<file path="config.mk">
export PLATFORM = sky130hd
export DESIGN_NAME = srambank_burst_master
export DESIGN_NICKNAME = d
export VERILOG_FILES = /design/src/rtl/srambank_burst_master.sv
export SDC_FILE = /design/constraint.sdc
export NUM_CORES = 1
export LEC_CHECK = 0
export BUFFER_PORTS_ARGS = -buffer_cell sky130_fd_sc_hd__buf_2
export CORE_AREA = 2 2 115 117
export DETAILED_ROUTE_END_ITERATION = 7
export DIE_AREA = 0 0 117 119
export PLACE_DENSITY = 0.58
export SLEW_MARGIN = 20
export SYNTH_ARGS = -nofsm -noshare
export SYNTH_HDL_FRONTEND = slang
export SYNTH_SLANG_ARGS = --single-unit
</file>
<file path="constraint.sdc">
create_clock -name clk -period 2.72 [get_ports clk]
set_input_delay 0.68 -clock clk [delete_from_list [all_inputs] [get_ports clk]]
set_output_delay 0.68 -clock clk [all_outputs]
set_load 0.1 [all_outputs]
</file>
<file path="src/rtl/srambank_burst_master.sv">
// Burst read/write sequencer for a 1024x64 srambank macro. It turns valid/ready
// commands and data streams into single-cycle bank strobes.
module srambank_burst_master #(
    parameter int AW = 10,
    parameter int DW = 64,
    parameter int LW = 4
) (
    input  logic          clk,
    input  logic          rst_n,
    // Handshake rule on every channel: a transfer happens at the rising edge
    // where valid and ready are both high; valid never waits on ready.
    input  logic          req_valid,
    output logic          req_ready,
    input  logic          req_write,
    input  logic [AW-1:0] req_addr,
    input  logic [LW-1:0] req_len,
    input  logic          wd_valid,
    output logic          wd_ready,
    input  logic [DW-1:0] wd_data,
    output logic          rsp_valid,
    input  logic          rsp_ready,
    output logic [DW-1:0] rsp_data,
    output logic          rsp_last,
    output logic          wr_done,
    output logic [AW-1:0] ADDRESS,
    output logic [DW-1:0] wd,
    output logic          banksel,
    output logic          read,
    output logic          write,
    input  logic [DW-1:0] dataout,
    output logic [1:0]    dbg_state
);

    typedef enum logic [1:0] {
        IDLE   = 2'd0,
        WR     = 2'd1,
        RISSUE = 2'd2,
        RDATA  = 2'd3
    } state_t;

    state_t        state;
    logic [AW-1:0] addr;
    logic [LW-1:0] cnt;
    logic          next_read;

    // addr tracks the address of the last read issued, so follow-on reads use addr+1.
    assign next_read = (state == RDATA) && rsp_ready && (cnt != '0);

    always_ff @(posedge clk or negedge rst_n) begin
        if (!rst_n) begin
            state   <= IDLE;
            addr    <= '0;
            cnt     <= '0;
            wr_done <= 1'b0;
        end else begin
            wr_done <= 1'b0;
            case (state)
                IDLE: begin
                    if (req_valid) begin
                        addr  <= req_addr;
                        cnt   <= req_len;
                        state <= req_write ? WR : RISSUE;
                    end
                end
                WR: begin
                    if (wd_valid) begin
                        addr <= addr + 1'b1;
                        if (cnt == '0) begin
                            state   <= IDLE;
                            wr_done <= 1'b1;
                        end else begin
                            cnt <= cnt - 1'b1;
                        end
                    end
                end
                RISSUE: begin
                    state <= RDATA;
                end
                RDATA: begin
                    if (rsp_ready) begin
                        if (cnt == '0) begin
                            state <= IDLE;
                        end else begin
                            addr <= addr + 1'b1;
                            cnt  <= cnt - 1'b1;
                        end
                    end
                end
                default: state <= IDLE;
            endcase
        end
    end

    always_comb begin
        req_ready = rst_n && (state == IDLE);
        wd_ready  = (state == WR);
        write     = (state == WR) && wd_valid;
        read      = (state == RISSUE) || next_read;
        banksel   = read || write;
        ADDRESS   = next_read ? addr + 1'b1 : addr;
        wd        = wd_data;
        rsp_valid = (state == RDATA);
        rsp_data  = dataout;
        rsp_last  = (state == RDATA) && (cnt == '0);
        dbg_state = state;
    end

endmodule

</file>
==> qor.log, run 1 <==
[pwr] Leakage 0.8851 nW
[setup_path] chain of cells forming the critical path inv_2 > ha_2 > or3b_4 > nand3_4 > nor3_4 > xnor2_4 > buf_12
[synthesis] summed instance area of the synthesized netlist 2220 um2
[detailed_routing] iteration count of the initial detailed-routing pass 4
[clock_tree] number of clock sinks seen by CTS 17
[setup_path] worst-case reg-to-reg path depth 7
[setup_path] critical path data required time 2.04 ns
[synthesis] fraction of the yosys area taken by sequential cells 19.17%
[sta] worst hold-check slack 0.3990 ns
[synthesis] leading cell type by number of instances after synthesis buf_4
[setup_path] CP Capture Type primary output
[setup_path] Setup crit start cnt[0]
[pwr] Total Power 3.745 mW
[detailed_routing] detailed-route wire length per cell 15.99 um
[sta] count of final hold-check violations 0
[setup_path] CP Buf/Inv Count 2
[synthesis] post-synthesis net count 423
[floorplan] die area 13,920 um2
[synthesis] most instantiated flip-flop cell in the synthesis netlist dfrtp_1
[setup_path] data arrival time of the worst path 1.98 ns
[setup_path] critical path's top delay family simple AND/OR/NAND/NOR gates
[cells_and_area] number of nets in the layout 344
[run] number of maximum-capacitance constraint violations 0
[sta] fin worst setup slack 0.05870 ns
[grt] overall global routing resource usage 7.902%
[cells_and_area] fraction of layout instances using a drive strength above 1 47.15%
[grt] wire length of the first global-routing pass 8.404 mm
[synthesis] Synth warnings 0
[sta] RSZ-0062 raised after global routing yes
[synthesis] Synth top cells by count buf_4, nand2_1, dfrtp_1, nor2_1, nand3_1
[cells_and_area] utilization of the core after routing 17.51%
[floorplan] initial core utilization 17.24%
[setup_path] worst r2r src cnt[0]
[floorplan] x dimension of the die 117 um
[setup_path] FF-to-FF End addr[9]
[clock_tree] # hold bufs at CTS 0
[grt] via count of the first global-routing pass 1,458
[setup_path] critical-path cell with the highest stage delay or3b_4
[placement] number of I/O port buffers 39
[setup_path] register-to-register setup slack 0.71 ns
[synthesis] biggest area contributors in the synthesized netlist buf_4, dfrtp_1, nand2_1, a32oi_1, mux2i_1
[floorplan] number of standard-cell rows in the floorplan 42
[cells_and_area] ant diodes 0
[placement] post-placement cell count 362
[clock_tree] CTS root buf clkbuf_16
[detailed_routing] via count 1,522
[synthesis] unique cell type count in the Yosys netlist 50
[grt] largest net degree at the start of global routing 18
[placement] hpwl dp 4.643 mm
[sta] pins over their slew limit 0
[grt] number of antenna violations at the first check in global routing 0
[setup_path] path type of the worst setup path reg2out
[setup_path] longest individual stage delay on the worst path 0.42 ns
[detailed_routing] 1st-iter DRT viols 98
[min_path] min-delay worst type in2async
[detailed_routing] Routed Wire Length 5.899 mm
[sta] Clock Skew 0.002425 ns
[sta] relative slew slack 52.90%
[synthesis] syn_area_per_cell 8.131 um2
[sta] maximum clock frequency 375.8 MHz
[floorplan] vertical extent of the die 119 um
[detailed_routing] count of unresolved DRC violations after routing 0
[floorplan] count of pins on the block boundary 296
[detailed_routing] vias per std cell 4.125
[synthesis] count of state elements after synthesis 17
[synthesis] cell type with the highest aggregate area in the netlist buf_4
[clock_tree] CTS tree yes
[synthesis] share of the synthesized area in the top cell type 43.63%
[floorplan] core area 12,870 um2
[setup_path] type of origin of the critical path flip-flop
[cells_and_area] Area Growth Syn to Fin 1.578%
[sta] post-layout min period 2.661 ns
[grt] Overflow after GRT 0
[synthesis] number of synthesized flops with an enable pin 0
[cells_and_area] non-filler cells, final 369
[setup_path] Crit Path Max Fanout 5
[pwr] maximum resistive drop on vdd 0.0003172 V
[sta] final setup fails 0
[synthesis] proportion of register bits with asynchronous set or reset after synthesis 100.0%
[sta] portion of the clock cycle consumed by the worst path in the final layout 97.84%
[clock_tree] clock slew at the register clock pins of the worst setup and hold paths 0.05 ns
[clock_tree] clock latency at the later pin of the worst-skew pair 0.25 ns
[detailed_routing] final antenna-violating net count 0
[synthesis] number of standard cells after synthesis 273
[status] run status complete, no violations
[pwr] Pwr Density 1661 nW/um2
[placement] setup slack after placement 0.1380 ns
[clock_tree] number of buffers inserted during clock tree synthesis 3
[sta] worst slew pin tran 0.7064 ns
[placement] Routability Congestion 0.7486
[clock_tree] number of buffers on the longest clock path 2
[clock_tree] H-tree levels 1
power breakdown:
group          switching, mW  internal [mW]
Sequential             0.196          0.374
Clock                  0.107          0.200
Combinational           1.84           1.03
Total                   2.15           1.60
layout by cell type (no fill, tap or decap), types with 2 or more instances in the layout:
master / n
or4_1: 5
o21ai_0: 2
ha_2: 2
a21oi_1: 5
nand3_1: 9
xnor2_4: 4
xor2_4: 5
dfrtp_4: 2
clkbuf_16: 3
a41oi_1: 2
nor2_2: 4
nand3_2: 3
buf_4: 11
mux2i_1: 5
a32oi_1: 6
nor2_1: 3
inv_1: 5
buf_2: 27
buf_12: 13
nor3b_2: 2
nor2_4: 3
dfrtp_1: 15
a31oi_1: 2
nor3_1: 3
nand2_1: 17
cell families (layout without fill, tap and decap cells):
group	after synthesis	in the layout	share of synthesized area, %
DFF	17	17	19.17
and+or+nand+nor	69	70	17.53
muxes	5	5	2.255
xor gates and xnor gates	9	9	3.551
AOI/OAI and AO/OA	29	29	9.753
buffers and inverters	142	61	46.62
adders and majority gates	2	2	1.127
worst max path at each step:
stage,slack (ns),end,cells past startpoint
2_1_floorplan,-0.24,ADDRESS[6],5
3_3_place_gp,0.19,ADDRESS[9],7
3_5_place_dp,0.14,ADDRESS[8],7
4_1_cts,0.02,ADDRESS[8],6
5_1_grt,-0.009,ADDRESS[9],7
6_report,0.06,ADDRESS[9],7
per-layer routing:
metal  up-vias  track usage (%)  part of all wire, %
li1        644                -                    -
met1       701            8.637                   36
met2       137            11.45                   43
met3        38            4.784                   15
met4         2            4.191                  5.2
met5         -            3.922                  1.1
sequential cells by signal, summed over array words and instances (netlist names):
register   flops
wr_done        1
cnt            4
addr          10
dbg_state      2
stage by stage:
| step | TNS, ns | area (um2) |
|---|---|---|
| after detailed placement | 0 | 2123 |
| after floorplan | -1.223 | 2471 |
| after CTS | 0 | 2242 |
| after global routing | -0.009217 | 2255 |
| after global placement | 0 | 2123 |
| final | 0 | 2255 |
repair_timing:
action                                  CTS  global route
endpoints found under the setup margin    8             8
hold endpoints to repair                  0             0
setup buffers                             2             0
pin swaps                                 1             1
cloned                                    1             0
gates resized for setup                   1             5
area by class of cell:
type                            instances  area (um2)
Inverter                                6       22.52
Multi-Input combinational cell        115        1022
Tap cell                              176       220.2
Clock buffer                            4       78.83
Timing Repair Buffer                   51       478.0
Fill cell                            1430       10620
Sequential cell                        17       432.9
Power figures use the tool's default switching activity.
==> run 2: changes to the inputs <==
==> config.mk (replaced) <==
export PLATFORM = sky130hd
export DESIGN_NAME = srambank_burst_master
export DESIGN_NICKNAME = d
export VERILOG_FILES = /design/src/rtl/srambank_burst_master.sv
export SDC_FILE = /design/constraint.sdc
export NUM_CORES = 1
export LEC_CHECK = 0
export CORE_AREA = 2 2 116 118
export CTS_BUF_LIST = sky130_fd_sc_hd__clkbuf_8
export DETAILED_ROUTE_END_ITERATION = 7
export DIE_AREA = 0 0 118 120
export DONT_BUFFER_PORTS = 1
export PLACE_DENSITY = 0.38
export SLEW_MARGIN = 20
export SYNTH_ARGS = -nofsm -noshare
export SYNTH_HDL_FRONTEND = slang
export SYNTH_SLANG_ARGS = --single-unit
export TNS_END_PERCENT = 30
==> qor.log, run 2 (synthesis results as in run 1) <==
[detailed_routing] count of unresolved DRC violations after routing 0 [unchanged]
[cells_and_area] ant diodes 0 [unchanged]
[floorplan] count of pins on the block boundary 296 [unchanged]
[floorplan] number of standard-cell rows in the floorplan 42 [unchanged]
[setup_path] register-to-register setup slack 0.52 ns [-0.19 ns]
[setup_path] critical-path cell with the highest stage delay or3b_4
[sta] count of final hold-check violations 0 [unchanged]
[setup_path] critical path data required time 2.04 ns [about the same]
[placement] number of I/O port buffers 0 [-100%]
[grt] via count of the first global-routing pass 1,492 [+2.3%]
[placement] setup slack after placement 0.1360 ns [-0.002007 ns]
[cells_and_area] flip-flop count of the largest register, all copies and words added 10 [unchanged]
[clock_tree] number of buffers on the longest clock path 2 [unchanged]
[sta] worst hold-check slack 0.1075 ns [-0.2916 ns]
[clock_tree] CTS root buf clkbuf_8
[floorplan] initial core utilization 17.10% [-0.14 points]
[floorplan] die area 14,160 um2 [+1.7%]
[grt] largest net degree at the start of global routing 19 [+1]
[sta] portion of the clock cycle consumed by the worst path in the final layout 98.27% [+0.43 points]
[floorplan] x dimension of the die 118 um [+0.85%]
[pwr] combinational group share of total power 79.3% [+2.7 points]
[sta] post-layout min period 2.673 ns [+0.01170 ns]
[pwr] switching component of the power 2.149 mW [about the same]
[setup_path] worst r2r src dbg_state[0]
[cells_and_area] register with the most flip-flops addr
[clock_tree] CTS tree yes
[cells_and_area] fraction of layout instances using a drive strength above 1 40.00% [-7.2 points]
[grt] Overflow after GRT 0 [unchanged]
[floorplan] core area 12,980 um2 [+0.82%]
[clock_tree] number of buffers inserted during clock tree synthesis 3 [unchanged]
[detailed_routing] via count 1,414 [-7.1%]
[cells_and_area] top library cells by usage in the layout, fill and taps aside buf_4, nand2_1, dfrtp_1
[setup_path] chain of cells forming the critical path inv_1 > ha_4 > or3b_4 > nand3_4 > nor2_2 > xor2_4 > buf_12
[sta] maximum clock frequency 374.1 MHz [-0.44%]
[setup_path] path type of the worst setup path reg2out
[detailed_routing] Routed Wire Length 6.662 mm [+13%]
[cells_and_area] Area Growth Syn to Fin -4.453%
[detailed_routing] iteration count of the initial detailed-routing pass 4 [unchanged]
[setup_path] longest individual stage delay on the worst path 0.43 ns [about the same]
[cells_and_area] number of nets in the layout 326 [-5.2%]
[cells_and_area] leading cell type in the layout, fill and taps excluded buf_4
[clock_tree] clock slew at the register clock pins of the worst setup and hold paths 0.08 ns [+0.03 ns]
[placement] Area after DPL 1999 um2 [-5.8%]
[sta] fin worst setup slack 0.04700 ns [-0.01170 ns]
[sta] relative slew slack 40.97% [-12 points]
[sta] pins over their slew limit 0 [unchanged]
[setup_path] type of origin of the critical path flip-flop
[pwr] switching share of power 58.92% [+1.6 points]
[cells_and_area] post-route standard cell area excluding fillers 2121 um2 [-5.9%]
[detailed_routing] final antenna-violating net count 0 [unchanged]
[pwr] power share of the clock group 5.5% [-2.7 points]
[sta] sum of negative setup slack 0 ns [unchanged]
[grt] overall global routing resource usage 9.084% [+1.2 points]
[run] number of maximum-capacitance constraint violations 0 [unchanged]
[grt] wire length of the first global-routing pass 9.625 mm [+15%]
[pwr] Sequential Power Share 15.2% [about the same]
[setup_path] critical path's top delay family simple AND/OR/NAND/NOR gates
[clock_tree] H-tree levels 1 [unchanged]
[setup_path] CP Capture Type primary output
[detailed_routing] vias per std cell 4.028 [-2.3%]
[pwr] internal portion of total power 1.498 mW [-6.3%]
[pwr] Pwr Density 1720 nW/um2 [+3.5%]
[clock_tree] clock latency at the later pin of the worst-skew pair 0.26 ns [about the same]
[pwr] Total Power 3.647 mW [-2.6%]
[sta] Clock Skew 0.003415 ns [+0.0009894 ns]
[detailed_routing] detailed-route wire length per cell 18.98 um [+19%]
[sta] RSZ-0062 raised after global routing yes
[floorplan] vertical extent of the die 120 um [+0.84%]
[setup_path] Crit Path Max Fanout 5 [unchanged]
[sta] worst slew pin tran 0.8861 ns [+0.1796 ns]
[status] run status complete, no violations
[setup_path] CP Buf/Inv Count 2 [unchanged]
[pwr] Leakage 0.8007 nW [-9.5%]
[setup_path] FF-to-FF End addr[9]
[placement] Routability Congestion 0.7339 [-2.0%]
[detailed_routing] 1st-iter DRT viols 78 [-20%]
[setup_path] worst-case reg-to-reg path depth 5 [-2]
[sta] final setup fails 0 [unchanged]
[grt] number of antenna violations at the first check in global routing 0 [unchanged]
[clock_tree] number of clock sinks seen by CTS 17 [unchanged]
[pwr] maximum resistive drop on vdd 0.0004668 V [+47%]
[placement] hpwl dp 5.047 mm [+8.7%]
[setup_path] data arrival time of the worst path 1.99 ns [about the same]
[min_path] min-delay worst type in2async
==> run 2: stage by stage <==
step	util (%)	std cells
after floorplan	-	273
final	16.34	351
after global placement	15.40	343
after global routing	16.34	351
after detailed placement	15.40	343
after CTS	16.17	350
==> run 2: worst max-delay path by stage <==
stage	startpoint	endpoint	slack, ns	cells after the start
floorplan	dbg_state[0]	ADDRESS[3]	-0.25	5
global placement	cnt[0]	ADDRESS[9]	0.18	7
detailed placement	cnt[0]	ADDRESS[9]	0.14	7
CTS	cnt[0]	ADDRESS[9]	0.002	7
global route	cnt[1]	ADDRESS[9]	-0.05	7
finish	cnt[1]	ADDRESS[8]	0.05	7
==> run 2: repair_timing <==
item,4_1_cts,5_1_grt
pin swaps,2,3
endpoints found under the setup margin,8,9
hold buffers,0,0
gates resized for setup,3,3
gates cloned,1,0
setup buffers,2,1
==> run 2: final cells by class <==
cell class              count  area [um2]
multi-input cells         115        1002
clock buffers               3       41.29
repair buffers             33       397.9
flip-flops and latches     17       432.9
fillers                  1466       10860
well taps                 176       220.2
clock inverters             1       3.754
inverters                   6       22.52
==> run 2: layer usage <==
| metal | share of wire (%) | GRT usage, % |
|---|---|---|
| met5 | 0.68 | 2.574 |
| met4 | 3.5 | 5.196 |
| met3 | 19 | 7.652 |
| met2 | 45 | 13.74 |
| met1 | 31 | 8.256 |
==> run 2: power groups by stage <==
stage / registers [mW] / clock network [mW] / logic (mW)
6_report: 0.556 / 0.201 / 2.89
3_3_place_gp: 0.554 / 0 / 2.79
5_1_grt: 0.578 / 0.213 / 3.05
2_1_floorplan: 0.624 / 0 / 2.82
4_1_cts: 0.554 / 0.211 / 2.88
3_5_place_dp: 0.559 / 0 / 2.80
==> run 3: changes to the inputs <==
==> constraint.sdc (replaced) <==
create_clock -name clk -period 2.72 [get_ports clk]
set_input_delay 0.544 -clock clk [delete_from_list [all_inputs] [get_ports clk]]
set_output_delay 0.544 -clock clk [all_outputs]
set_load 0.1 [all_outputs]
==> qor.log, run 3 (synthesis results as in run 1) <==
[status] run status complete, no violations
[grt] Overflow after GRT 0 [unchanged]
[min_path] min-delay worst type in2reg
[cells_and_area] number of nets in the layout 326 [unchanged]
[placement] Routability Congestion 0.7425 [+1.2%]
[clock_tree] number of buffers on the longest clock path 2 [unchanged]
[sta] maximum clock frequency 380.1 MHz [+1.6%]
[setup_path] critical path data required time 2.18 ns [+0.14 ns]
[clock_tree] number of clock sinks seen by CTS 17 [unchanged]
[sta] count of final hold-check violations 0 [unchanged]
[grt] overall global routing resource usage 8.465% [-0.62 points]
[sta] Clock Skew 0.006408 ns [+0.002994 ns]
[placement] hpwl dp 4.774 mm [-5.4%]
[cells_and_area] ant diodes 0 [unchanged]
[detailed_routing] final antenna-violating net count 0 [unchanged]
[detailed_routing] vias per std cell 4.140 [+2.8%]
[detailed_routing] Routed Wire Length 6.346 mm [-4.7%]
[floorplan] die area 14,160 um2 [unchanged]
[clock_tree] clock slew at the register clock pins of the worst setup and hold paths 0.07 ns [about the same]
[setup_path] CP Capture Type primary output
[setup_path] register-to-register setup slack 0.52 ns [about the same]
[clock_tree] H-tree levels 1 [unchanged]
[setup_path] path type of the worst setup path reg2out
[cells_and_area] non-filler cells, final 351 [unchanged]
[cells_and_area] top library cells by usage in the layout, fill and taps aside buf_4, nand2_1, dfrtp_1
[floorplan] core area 12,980 um2 [unchanged]
[sta] portion of the clock cycle consumed by the worst path in the final layout 96.73% [-1.5 points]
[setup_path] data arrival time of the worst path 2.09 ns [+0.10 ns]
[pwr] maximum resistive drop on vdd 0.0003398 V [-27%]
[sta] fin worst setup slack 0.08892 ns [+0.04193 ns]
[floorplan] x dimension of the die 118 um [unchanged]
[grt] number of antenna violations at the first check in global routing 0 [unchanged]
[detailed_routing] detailed-route wire length per cell 18.08 um [-4.7%]
[clock_tree] clock latency at the later pin of the worst-skew pair 0.26 ns [about the same]
[sta] sum of negative setup slack 0 ns [unchanged]
[sta] final setup fails 0 [unchanged]
[pwr] Pwr Density 1721 nW/um2 [about the same]
[run] number of maximum-capacitance constraint violations 0 [unchanged]
[setup_path] Crit Path Max Fanout 4 [-1]
[sta] pins over their slew limit 0 [unchanged]
[clock_tree] number of buffers inserted during clock tree synthesis 3 [unchanged]
[detailed_routing] count of unresolved DRC violations after routing 0 [unchanged]
[detailed_routing] via count 1,453 [+2.8%]
[grt] via count of the first global-routing pass 1,437 [-3.7%]
[cells_and_area] fraction of layout instances using a drive strength above 1 37.14% [-2.9 points]
[sta] worst hold-check slack 0.3670 ns [+0.2595 ns]
[setup_path] type of origin of the critical path flip-flop
[cells_and_area] Area Growth Syn to Fin -6.539%
[sta] post-layout min period 2.631 ns [-0.04193 ns]
[clock_tree] CTS tree yes
[floorplan] vertical extent of the die 120 um [unchanged]
[sta] relative slew slack 38.62% [-2.3 points]
[floorplan] number of standard-cell rows in the floorplan 42 [unchanged]
[cells_and_area] flip-flop count of the largest register, all copies and words added 10 [unchanged]
[cells_and_area] register with the most flip-flops addr
[floorplan] count of pins on the block boundary 296 [unchanged]
[placement] number of I/O port buffers 0 [unchanged]
[grt] wire length of the first global-routing pass 9.080 mm [-5.7%]
[floorplan] initial core utilization 17.10% [unchanged]
[detailed_routing] iteration count of the initial detailed-routing pass 4 [unchanged]
[pwr] Leakage 0.7921 nW [-1.1%]
[placement] setup slack after placement 0.1882 ns [+0.05221 ns]
[cells_and_area] leading cell type in the layout, fill and taps excluded buf_4
[placement] post-placement cell count 339 [-1.2%]
[clock_tree] CTS root buf clkbuf_8
[detailed_routing] 1st-iter DRT viols 82 [+5.1%]
[sta] worst slew pin tran 0.9176 ns [+0.03153 ns]
[grt] largest net degree at the start of global routing 21 [+2]
[cells_and_area] layout filler cell count 1,466 [unchanged]
[run 3: per-layer routing]
layer | vias to the layer above | global-route usage (%) | share of wire (%)
met1 | 689 | 8.391 | 34
met4 | 4 | 4.669 | 4.2
li1 | 591 | - | -
met5 | - | 5.147 | 1.4
met2 | 127 | 11.81 | 43
met3 | 42 | 7.034 | 18
[run 3: final timing paths]
check / from / end / cells past startpoint
worst min-delay path: rsp_ready / dbg_state[0] / 1
worst min register to register: addr[1] / addr[1] / 2
min in group asynchronous: rst_n / addr[6] / 1
worst max register to register: dbg_state[0] / addr[9] / 5
max in group asynchronous: rst_n / dbg_state[0] / 1
worst max-delay path: cnt[0] / ADDRESS[6] / 8
[run 3: layout make-up]
cell class,count,area [um2],area share [%]
Inverter,6,22.52,1.086
Clock inverter,1,3.754,0.1809
Multi-Input combinational cell,114,945.9,45.60
Tap cell,176,220.2,10.62
Timing Repair Buffer,34,407.9,19.66
Sequential cell,17,432.9,20.87
Clock buffer,3,41.29,1.990
[run 3: worst max-delay path, stage by stage (launching register included)]
cell	delay, ns
dfrtp_1	0.39
inv_1	0.08
ha_2	0.20
or3b_4	0.41
nand3_4	0.11
clkbuf_4	0.18
nor2_1	0.10
xor2_4	0.16
buf_12	0.19
[run 3: timing repair]
item,CTS,global route
endpoints found under the hold margin,17,0
buffers inserted,0,7
resized for setup,1,6
setup endpoints to repair,8,9
pin swaps,1,2
hold buffers,1,0
[run 3: power breakdown]
part	leakage (nW)	internal, mW	switching, mW
registers	0.186	0.372	0.197
logic	0.579	1.00	1.80
clock network	0.0269	0.100	0.0956
[run 3: stage by stage]
stage               utilization (%)  power [mW]  instance area [um2]
floorplan                         -       3.410                 2392
global placement              14.89       3.274                 1933
detailed placement            14.89       3.287                 1933
CTS                           15.34       3.505                 1991
global route                  15.98       3.795                 2074
finish                        15.98       3.571                 2074
